$ cat src/rtl/ws2812_pkg.sv
// rtl/ws2812_pkg.sv - shared types, widths and pixel scaling helper for the WS2812 frame sequencer
package ws2812_pkg;

    localparam int PIXEL_W         = 24;
    localparam int CHANNEL_W       = 8;
    localparam int MIN_SLOT_CYCLES = 75;

    // Explicit encodings keep the state register layout stable across tools
    typedef enum logic [2:0] {
        ST_IDLE  = 3'd0,
        ST_FETCH = 3'd1,
        ST_SEND  = 3'd2,
        ST_WAIT  = 3'd3,
        ST_LATCH = 3'd4
    } state_e;

    // A single-entry chain still needs a one-bit address
    function automatic int addr_width(input int n);
        return (n > 1) ? $clog2(n) : 1;
    endfunction

    // Per channel: (c * (b + 1)) >> 8, so b = 255 is identity and b = 0 blanks
    function automatic logic [PIXEL_W-1:0] scale_pixel(input logic [PIXEL_W-1:0] px,
                                                       input logic [CHANNEL_W-1:0] b);
        logic [PIXEL_W-1:0] res;
        logic [15:0]        prod;
        res = '0;
        for (int ch = 0; ch < 3; ch++) begin
            prod = 16'(px[ch*CHANNEL_W +: CHANNEL_W]) * (16'(b) + 16'd1);
            res[ch*CHANNEL_W +: CHANNEL_W] = prod[15:8];
        end
        return res;
    endfunction

endpackage

$ cat src/rtl/ws2812_frame_sequencer_if.sv
// rtl/ws2812_frame_sequencer_if.sv - pixel write, start and serializer-facing signals (brightness under WS2812_BRIGHTNESS_EN)
interface ws2812_frame_sequencer_if #(
    parameter int NUM_LEDS = 8
);
    import ws2812_pkg::*;

    localparam int AW = addr_width(NUM_LEDS);

    logic                 wr_en;
    logic [AW-1:0]        wr_addr;
    logic [PIXEL_W-1:0]   wr_data;
    logic                 start;
`ifdef WS2812_BRIGHTNESS_EN
    logic [CHANNEL_W-1:0] brightness;
`endif
    logic [PIXEL_W-1:0]   value;
    logic                 trigger;
    logic                 busy;
    logic                 done;

    modport master (
`ifdef WS2812_BRIGHTNESS_EN
        output brightness,
`endif
        output wr_en, wr_addr, wr_data, start,
        input  value, trigger, busy, done
    );

    modport slave (
`ifdef WS2812_BRIGHTNESS_EN
        input  brightness,
`endif
        input  wr_en, wr_addr, wr_data, start,
        output value, trigger, busy, done
    );

endinterface

$ cat src/rtl/ws2812_pixel_ram.sv
// rtl/ws2812_pixel_ram.sv - pixel buffer with one synchronous write port and one synchronous read port
module ws2812_pixel_ram #(
    parameter int DEPTH = 8,
    parameter int AW    = 3,
    parameter int W     = 24
) (
    input  logic          clock,
    input  logic          we_i,
    input  logic [AW-1:0] waddr_i,
    input  logic [W-1:0]  wdata_i,
    input  logic          re_i,
    input  logic [AW-1:0] raddr_i,
    output logic [W-1:0]  rdata_o
);

    logic [W-1:0] mem_q [DEPTH];
    logic [W-1:0] rdata_q;

    // Write and read on the same edge: a read of the address being written returns the old word
    always_ff @(posedge clock) begin
        if (we_i && (int'(waddr_i) < DEPTH)) begin
            mem_q[waddr_i] <= wdata_i;
        end
        if (re_i) begin
            rdata_q <= mem_q[raddr_i];
        end
    end

    assign rdata_o = rdata_q;

endmodule

$ cat src/rtl/ws2812_frame_sequencer.sv
// rtl/ws2812_frame_sequencer.sv - steps a pixel buffer into the WS2812 serializer, then holds the latch gap; optional WS2812_BRIGHTNESS_EN
module ws2812_frame_sequencer
    import ws2812_pkg::*;
#(
    parameter int NUM_LEDS     = 8,
    parameter int SLOT_CYCLES  = 80,
    parameter int LATCH_CYCLES = 750
) (
    input  logic                    clock,
    input  logic                    reset,
    ws2812_frame_sequencer_if.slave bus
);

    localparam int AW      = addr_width(NUM_LEDS);
    localparam int CNT_MAX = (SLOT_CYCLES > LATCH_CYCLES) ? SLOT_CYCLES : LATCH_CYCLES;
    localparam int CW      = $clog2(CNT_MAX + 1);

    if (SLOT_CYCLES < MIN_SLOT_CYCLES) begin : g_bad_slot
        $error("SLOT_CYCLES too short for one serializer transmission");
    end
    if (NUM_LEDS < 1) begin : g_bad_leds
        $error("NUM_LEDS must be at least 1");
    end
    if (LATCH_CYCLES < 1) begin : g_bad_latch
        $error("LATCH_CYCLES must be at least 1");
    end

    state_e               state_q, state_d;
    logic [AW-1:0]        idx_q, idx_d;
    logic [CW-1:0]        cnt_q, cnt_d;
    logic [PIXEL_W-1:0]   value_q, value_d;
    logic                 trigger_q, trigger_d;
    logic                 busy_q, busy_d;
    logic                 done_q, done_d;
    logic [PIXEL_W-1:0]   rdata;
    logic [PIXEL_W-1:0]   pixel_out;

    ws2812_pixel_ram #(
        .DEPTH (NUM_LEDS),
        .AW    (AW),
        .W     (PIXEL_W)
    ) u_ram (
        .clock   (clock),
        .we_i    (bus.wr_en),
        .waddr_i (bus.wr_addr),
        .wdata_i (bus.wr_data),
        .re_i    (state_q == ST_FETCH),
        .raddr_i (idx_q),
        .rdata_o (rdata)
    );

`ifdef WS2812_BRIGHTNESS_EN
    logic [CHANNEL_W-1:0] bright_q, bright_d;

    // Brightness is captured at the start edge so a frame is scaled uniformly
    always_comb begin
        bright_d = bright_q;
        if (state_q == ST_IDLE && bus.start) begin
            bright_d = bus.brightness;
        end
    end

    // Scale register for the frame-wide brightness
    always_ff @(posedge clock or posedge reset) begin
        if (reset) begin
            bright_q <= '0;
        end else begin
            bright_q <= bright_d;
        end
    end

    assign pixel_out = scale_pixel(rdata, bright_q);
`else
    assign pixel_out = rdata;
`endif

    // Frame sequencing; the last slot's final cycle is folded into the latch count
    always_comb begin
        state_d   = state_q;
        idx_d     = idx_q;
        cnt_d     = cnt_q;
        value_d   = value_q;
        busy_d    = busy_q;
        trigger_d = 1'b0;
        done_d    = 1'b0;
        case (state_q)
            ST_IDLE: begin
                if (bus.start) begin
                    state_d = ST_FETCH;
                    idx_d   = '0;
                    busy_d  = 1'b1;
                end
            end
            ST_FETCH: begin
                state_d = ST_SEND;
            end
            ST_SEND: begin
                value_d   = pixel_out;
                trigger_d = 1'b1;
                cnt_d     = CW'(SLOT_CYCLES - 2);
                state_d   = ST_WAIT;
            end
            ST_WAIT: begin
                cnt_d = cnt_q - CW'(1);
                if (cnt_q == CW'(1)) begin
                    if (idx_q == AW'(NUM_LEDS - 1)) begin
                        state_d = ST_LATCH;
                        cnt_d   = CW'(LATCH_CYCLES);
                    end else begin
                        state_d = ST_FETCH;
                        idx_d   = idx_q + AW'(1);
                    end
                end
            end
            ST_LATCH: begin
                if (cnt_q == '0) begin
                    done_d  = 1'b1;
                    busy_d  = 1'b0;
                    state_d = ST_IDLE;
                end else begin
                    cnt_d = cnt_q - CW'(1);
                end
            end
            default: begin
                state_d = ST_IDLE;
                busy_d  = 1'b0;
            end
        endcase
    end

    // State and output registers; reset abandons any frame in flight
    always_ff @(posedge clock or posedge reset) begin
        if (reset) begin
            state_q   <= ST_IDLE;
            idx_q     <= '0;
            cnt_q     <= '0;
            value_q   <= '0;
            trigger_q <= 1'b0;
            busy_q    <= 1'b0;
            done_q    <= 1'b0;
        end else begin
            state_q   <= state_d;
            idx_q     <= idx_d;
            cnt_q     <= cnt_d;
            value_q   <= value_d;
            trigger_q <= trigger_d;
            busy_q    <= busy_d;
            done_q    <= done_d;
        end
    end

    assign bus.value   = value_q;
    assign bus.trigger = trigger_q;
    assign bus.busy    = busy_q;
    assign bus.done    = done_q;

endmodule
$ cat src/flat_wrapper.sv
// flat-port wrapper written by rule: the top's interface ports become plain ports
module ws2812_frame_sequencer_flat import ws2812_pkg::*;
#(
    parameter int NUM_LEDS     = 8,
    parameter int SLOT_CYCLES  = 80,
    parameter int LATCH_CYCLES = 750
)
  (clock, reset, bus_wr_en, bus_wr_addr, bus_wr_data, bus_start, bus_value, bus_trigger, bus_busy, bus_done);
  ws2812_frame_sequencer_if #(.NUM_LEDS(NUM_LEDS)) bus_i ();
  input  logic clock;
  input  logic reset;
  input wire logic [$bits(bus_i.wr_en)-1:0] bus_wr_en;
  input wire logic [$bits(bus_i.wr_addr)-1:0] bus_wr_addr;
  input wire logic [$bits(bus_i.wr_data)-1:0] bus_wr_data;
  input wire logic [$bits(bus_i.start)-1:0] bus_start;
  output wire logic [$bits(bus_i.value)-1:0] bus_value;
  output wire logic [$bits(bus_i.trigger)-1:0] bus_trigger;
  output wire logic [$bits(bus_i.busy)-1:0] bus_busy;
  output wire logic [$bits(bus_i.done)-1:0] bus_done;
  assign bus_i.wr_en = bus_wr_en;
  assign bus_i.wr_addr = bus_wr_addr;
  assign bus_i.wr_data = bus_wr_data;
  assign bus_i.start = bus_start;
  assign bus_value = bus_i.value;
  assign bus_trigger = bus_i.trigger;
  assign bus_busy = bus_i.busy;
  assign bus_done = bus_i.done;
  ws2812_frame_sequencer #(.NUM_LEDS(NUM_LEDS), .SLOT_CYCLES(SLOT_CYCLES), .LATCH_CYCLES(LATCH_CYCLES)) u_core (.clock(clock), .reset(reset), .bus(bus_i));
endmodule
$ cat config.mk
export PLATFORM = sky130hd
export DESIGN_NAME = ws2812_frame_sequencer_flat
export DESIGN_NICKNAME = d
export VERILOG_FILES = /design/src/rtl/ws2812_pkg.sv /design/src/rtl/ws2812_frame_sequencer_if.sv /design/src/rtl/ws2812_pixel_ram.sv /design/src/rtl/ws2812_frame_sequencer.sv /design/src/flat_wrapper.sv
export SDC_FILE = /design/constraint.sdc
export NUM_CORES = 1
export LEC_CHECK = 0
export ABC_CLOCK_PERIOD_IN_PS = 3800
export CAP_MARGIN = 20
export CELL_PAD_IN_SITES_DETAIL_PLACEMENT = 1
export CELL_PAD_IN_SITES_GLOBAL_PLACEMENT = 1
export CORE_MARGIN = 1.5
export CORE_UTILIZATION = 50
export CTS_BUF_LIST = sky130_fd_sc_hd__clkbuf_4
export CTS_CLUSTER_SIZE = 40
export DETAILED_ROUTE_END_ITERATION = 16
export GPL_TIMING_DRIVEN = 0
export HOLD_SLACK_MARGIN = 0.06
export MAX_ROUTING_LAYER = met4
export PLACE_DENSITY_LB_ADDON = 0.1
export SLEW_MARGIN = 10
export SYNTH_ARGS = -nofsm -noshare
export SYNTH_HDL_FRONTEND = slang
export SYNTH_SLANG_ARGS = --single-unit
export TNS_END_PERCENT = 30
$ cat constraint.sdc
create_clock -name clock -period 3.8 [get_ports clock]
set_clock_uncertainty 0.2 [all_clocks]
set_input_delay 0.76 -clock clock [delete_from_list [all_inputs] [get_ports clock]]
set_output_delay 0.76 -clock clock [all_outputs]
set_load 0.02 [all_outputs]
==> results.md <==
- Port buffer count: 57
- Fillers: 1756
- CTS HTree Levels: 3
- Min-delay worst type: input port to async pin
- Worst Max-Slew Pin Slew: 0.918 ns
- Max VDD drop: 387 uV
- Share of cells above drive strength 1: 0.367
- Crit path max-delay cell type: clkbuf_1
- RSZ-0062 raised after global routing: no
- DRT Pass-1 Iters: 4
- Die area: 20900 um2
- Fmax: 0.340 GHz
- Post-DP HPWL: 13600 um
- Worst-path clk slew: 0.07 ns
- Final wirelength: 21200 um
- Post-Route Utilization: 0.622
- Row count: 51
- Placed Area: 11200 um2
- Via density: 5.50
- Post-cts gate resize count: 0
- Synth Cell Area: 10000 um2
- #FFs+latches synth: 259
- Total GRT Usage: 0.226
- CP Launch Type: flip-flop
- TNS Setup: 0 ns
- Final ANT Viol Nets: 0
- Mean Syn Cell Area: 20.5 um2
- Slew Limit Fails: 0
- Max Cap Viol: 0
- Clock Tree Buf Depth: 3
- Clock latency on the worst-skew pair: 0.68 ns
- Die H: 145 um
- Hold buffer count at CTS: 0
- Pwr dens: 684 nW/um2
- Share of the yosys chip area belonging to registers: 0.755
- Number of synthesized flops with an enable pin: 216
- Setup bufs post-CTS: 0
- Largest net degree at the start of global routing: 31
- Crit path largest cell delay: 0.67 ns
- Unique masters post-synth: 51
- Fin crit period: 2.94 ns
- Final Hold Viols: 0
- CTS tree: done
- Critical Path AT: 3.13 ns
- Final Cell Area: 12100 um2
- P_leak: 4.21 nW
- Part of the cycle the worst path needs: 0.773
- DR WL/cell: 22.3 um
- Ports: 58
- Worst Path Max Fanout: 10
- Setup Viol. Count Final: 0
- Nets@finish: 668
- Vias in the first global route: 5808
- Remaining DRCs: 0
- Status: finished, final reports clean
- Area of the core: 19500 um2
- GRT overflow: 0
- Predominant post-synthesis flop cell: edfxtp_1
- Hold slack final: 0.218 ns
- CTS buffer count: 69
- Starting Density: 0.513
- Initial antenna violation count: 2
- Critical Path RT: 4.00 ns
- Via count: 5231
- Root buf cell: clkbuf_4
- Placer Congestion: 0.798
- Post-synth ARST share: 0.166
- Multi-input logic area: 2370 um2
- Relative slew slack: 0.388
- DP Worst Slack: 0.852 ns
- Setup ws final: 0.861 ns
- Sink Count: 259
- Warnings from Yosys: 0
- Drt first-iter violations: 306
- FF+latch area: 7560 um2
- CP endpoint kind: flip-flop
- Area grow syn2layout: 21.2%
- Chip Width: 145 um
- Syn_nets: 524
- Post-Synthesis Cells: 489
- First-pass GRT wire length: 32900 um
- Critical path class: flip-flop to flip-flop
- Critical path cell sequence: buf_1 > clkbuf_1 > mux4_2 > mux2_2
-- sequential cells by signal, summed over array words and instances (netlist names) --
name                  cells
u_core.bus.busy           1
u_core.bus.value         24
u_core.bus.trigger        1
u_core.u_ram.rdata_o     24
u_core.u_ram.mem_q      192
u_core.bus.done           1
u_core.cnt_q             10
u_core.idx_q              3
u_core.state_q            3
-- cells in the mapped netlist, drive strengths merged, types with 5 or more instances --
master	n	share of area
edfxtp	216	0.65
mux2	49	0.055
mux4	48	0.11
dfrtp	43	0.11
nor2	17	0.0066
buf	13	0.0074
clkbuf	12	0.0045
nor4	9	0.0071
nand2	8	0.0030
nor3	8	0.0040
inv	6	0.0022
o21ai	5	0.0025
-- layout by cell type, fill, tap and decap left out, drive strengths merged, types with 5 or more instances in the layout --
cell,netlist,routed
mux2,49,49
clkdlybuf4s50,0,57
o21ai,5,5
clkinv,0,8
nor3,8,8
nor2,17,17
dfrtp,43,43
mux4,48,48
clkbuf,12,119
inv,6,9
nor4,9,9
nand2,8,8
buf,13,29
edfxtp,216,216
-- report_power, final --
part	switching (mW)	total, mW	internal [mW]
clock	1.10	2.52	1.42
combinational	1.04	2.19	1.15
sequential	0.174	3.59	3.42
total	2.32	8.30	5.98
-- through the flow --
step / power [mW] / instances
final: 8.30 / 951
after detailed placement: 5.88 / 827
after CTS: 8.44 / 949
after floorplan: 5.09 / 489
after global placement: 5.78 / 811
after global routing: 8.73 / 951
-- worst max-delay path, delay by kind of cell (launching register included) --
family / cells / cell delay [ns]
buf+inv: 2 / 1.31
mux: 2 / 0.70
flops: 1 / 0.46
-- cell families after synthesis --
kind of cell	synth area share
AND/OR/NAND/NOR	0.0400
buffers and inverters	0.0141
multiplexers	0.166
AO/OA/AOI/OAI	0.0196
flip-flops	0.755
adder cells (fa/ha/maj)	0.00500
-- path summary, 6_finish.rpt --
kind / start / end / depth (start not counted) / slack [ns]
setup / recovery: u_core.idx_q[1]$_DFFE_PP0P_ / u_core.u_ram.rdata_o[21]$_DFFE_PP_ / 4 / 0.86
hold / removal: reset / u_core.bus.value[18]$_DFFE_PP0P_ / 2 / 0.22
setup reg to reg: u_core.idx_q[1]$_DFFE_PP0P_ / u_core.u_ram.rdata_o[21]$_DFFE_PP_ / 4 / 0.86
hold reg to reg: u_core.u_ram.rdata_o[3]$_DFFE_PP_ / u_core.bus.value[3]$_DFFE_PP0P_ / 1 / 0.28
max in group asynchronous: reset / u_core.bus.value[1]$_DFFE_PP0P_ / 3 / 2.67
min in group clock: u_core.u_ram.rdata_o[3]$_DFFE_PP_ / u_core.bus.value[3]$_DFFE_PP0P_ / 1 / 0.28
-- layer usage --
| layer | GRT usage | vias up | wire length, um |
|---|---|---|---|
| met1 | 0.284 | 2738 | 8850 |
| met2 | 0.362 | 130 | 10900 |
| met5 | - | - | 0 |
| met3 | 0.0526 | 30 | 1070 |
| li1 | - | 2333 | - |
| met4 | 0.0861 | 0 | 342 |
-- layout make-up --
cell class | instances | area share
Clock inverter | 15 | 0.00959
Multi-Input combinational cell | 199 | 0.195
Clock buffer | 107 | 0.0662
Inverter | 6 | 0.00186
Tap cell | 265 | 0.0273
Antenna cell | 2 | 0.000412
Timing Repair Buffer | 73 | 0.0666
Sequential cell | 259 | 0.623
Buffer | 25 | 0.00979
No activity file was read; power rests on OpenSTA's default activity.
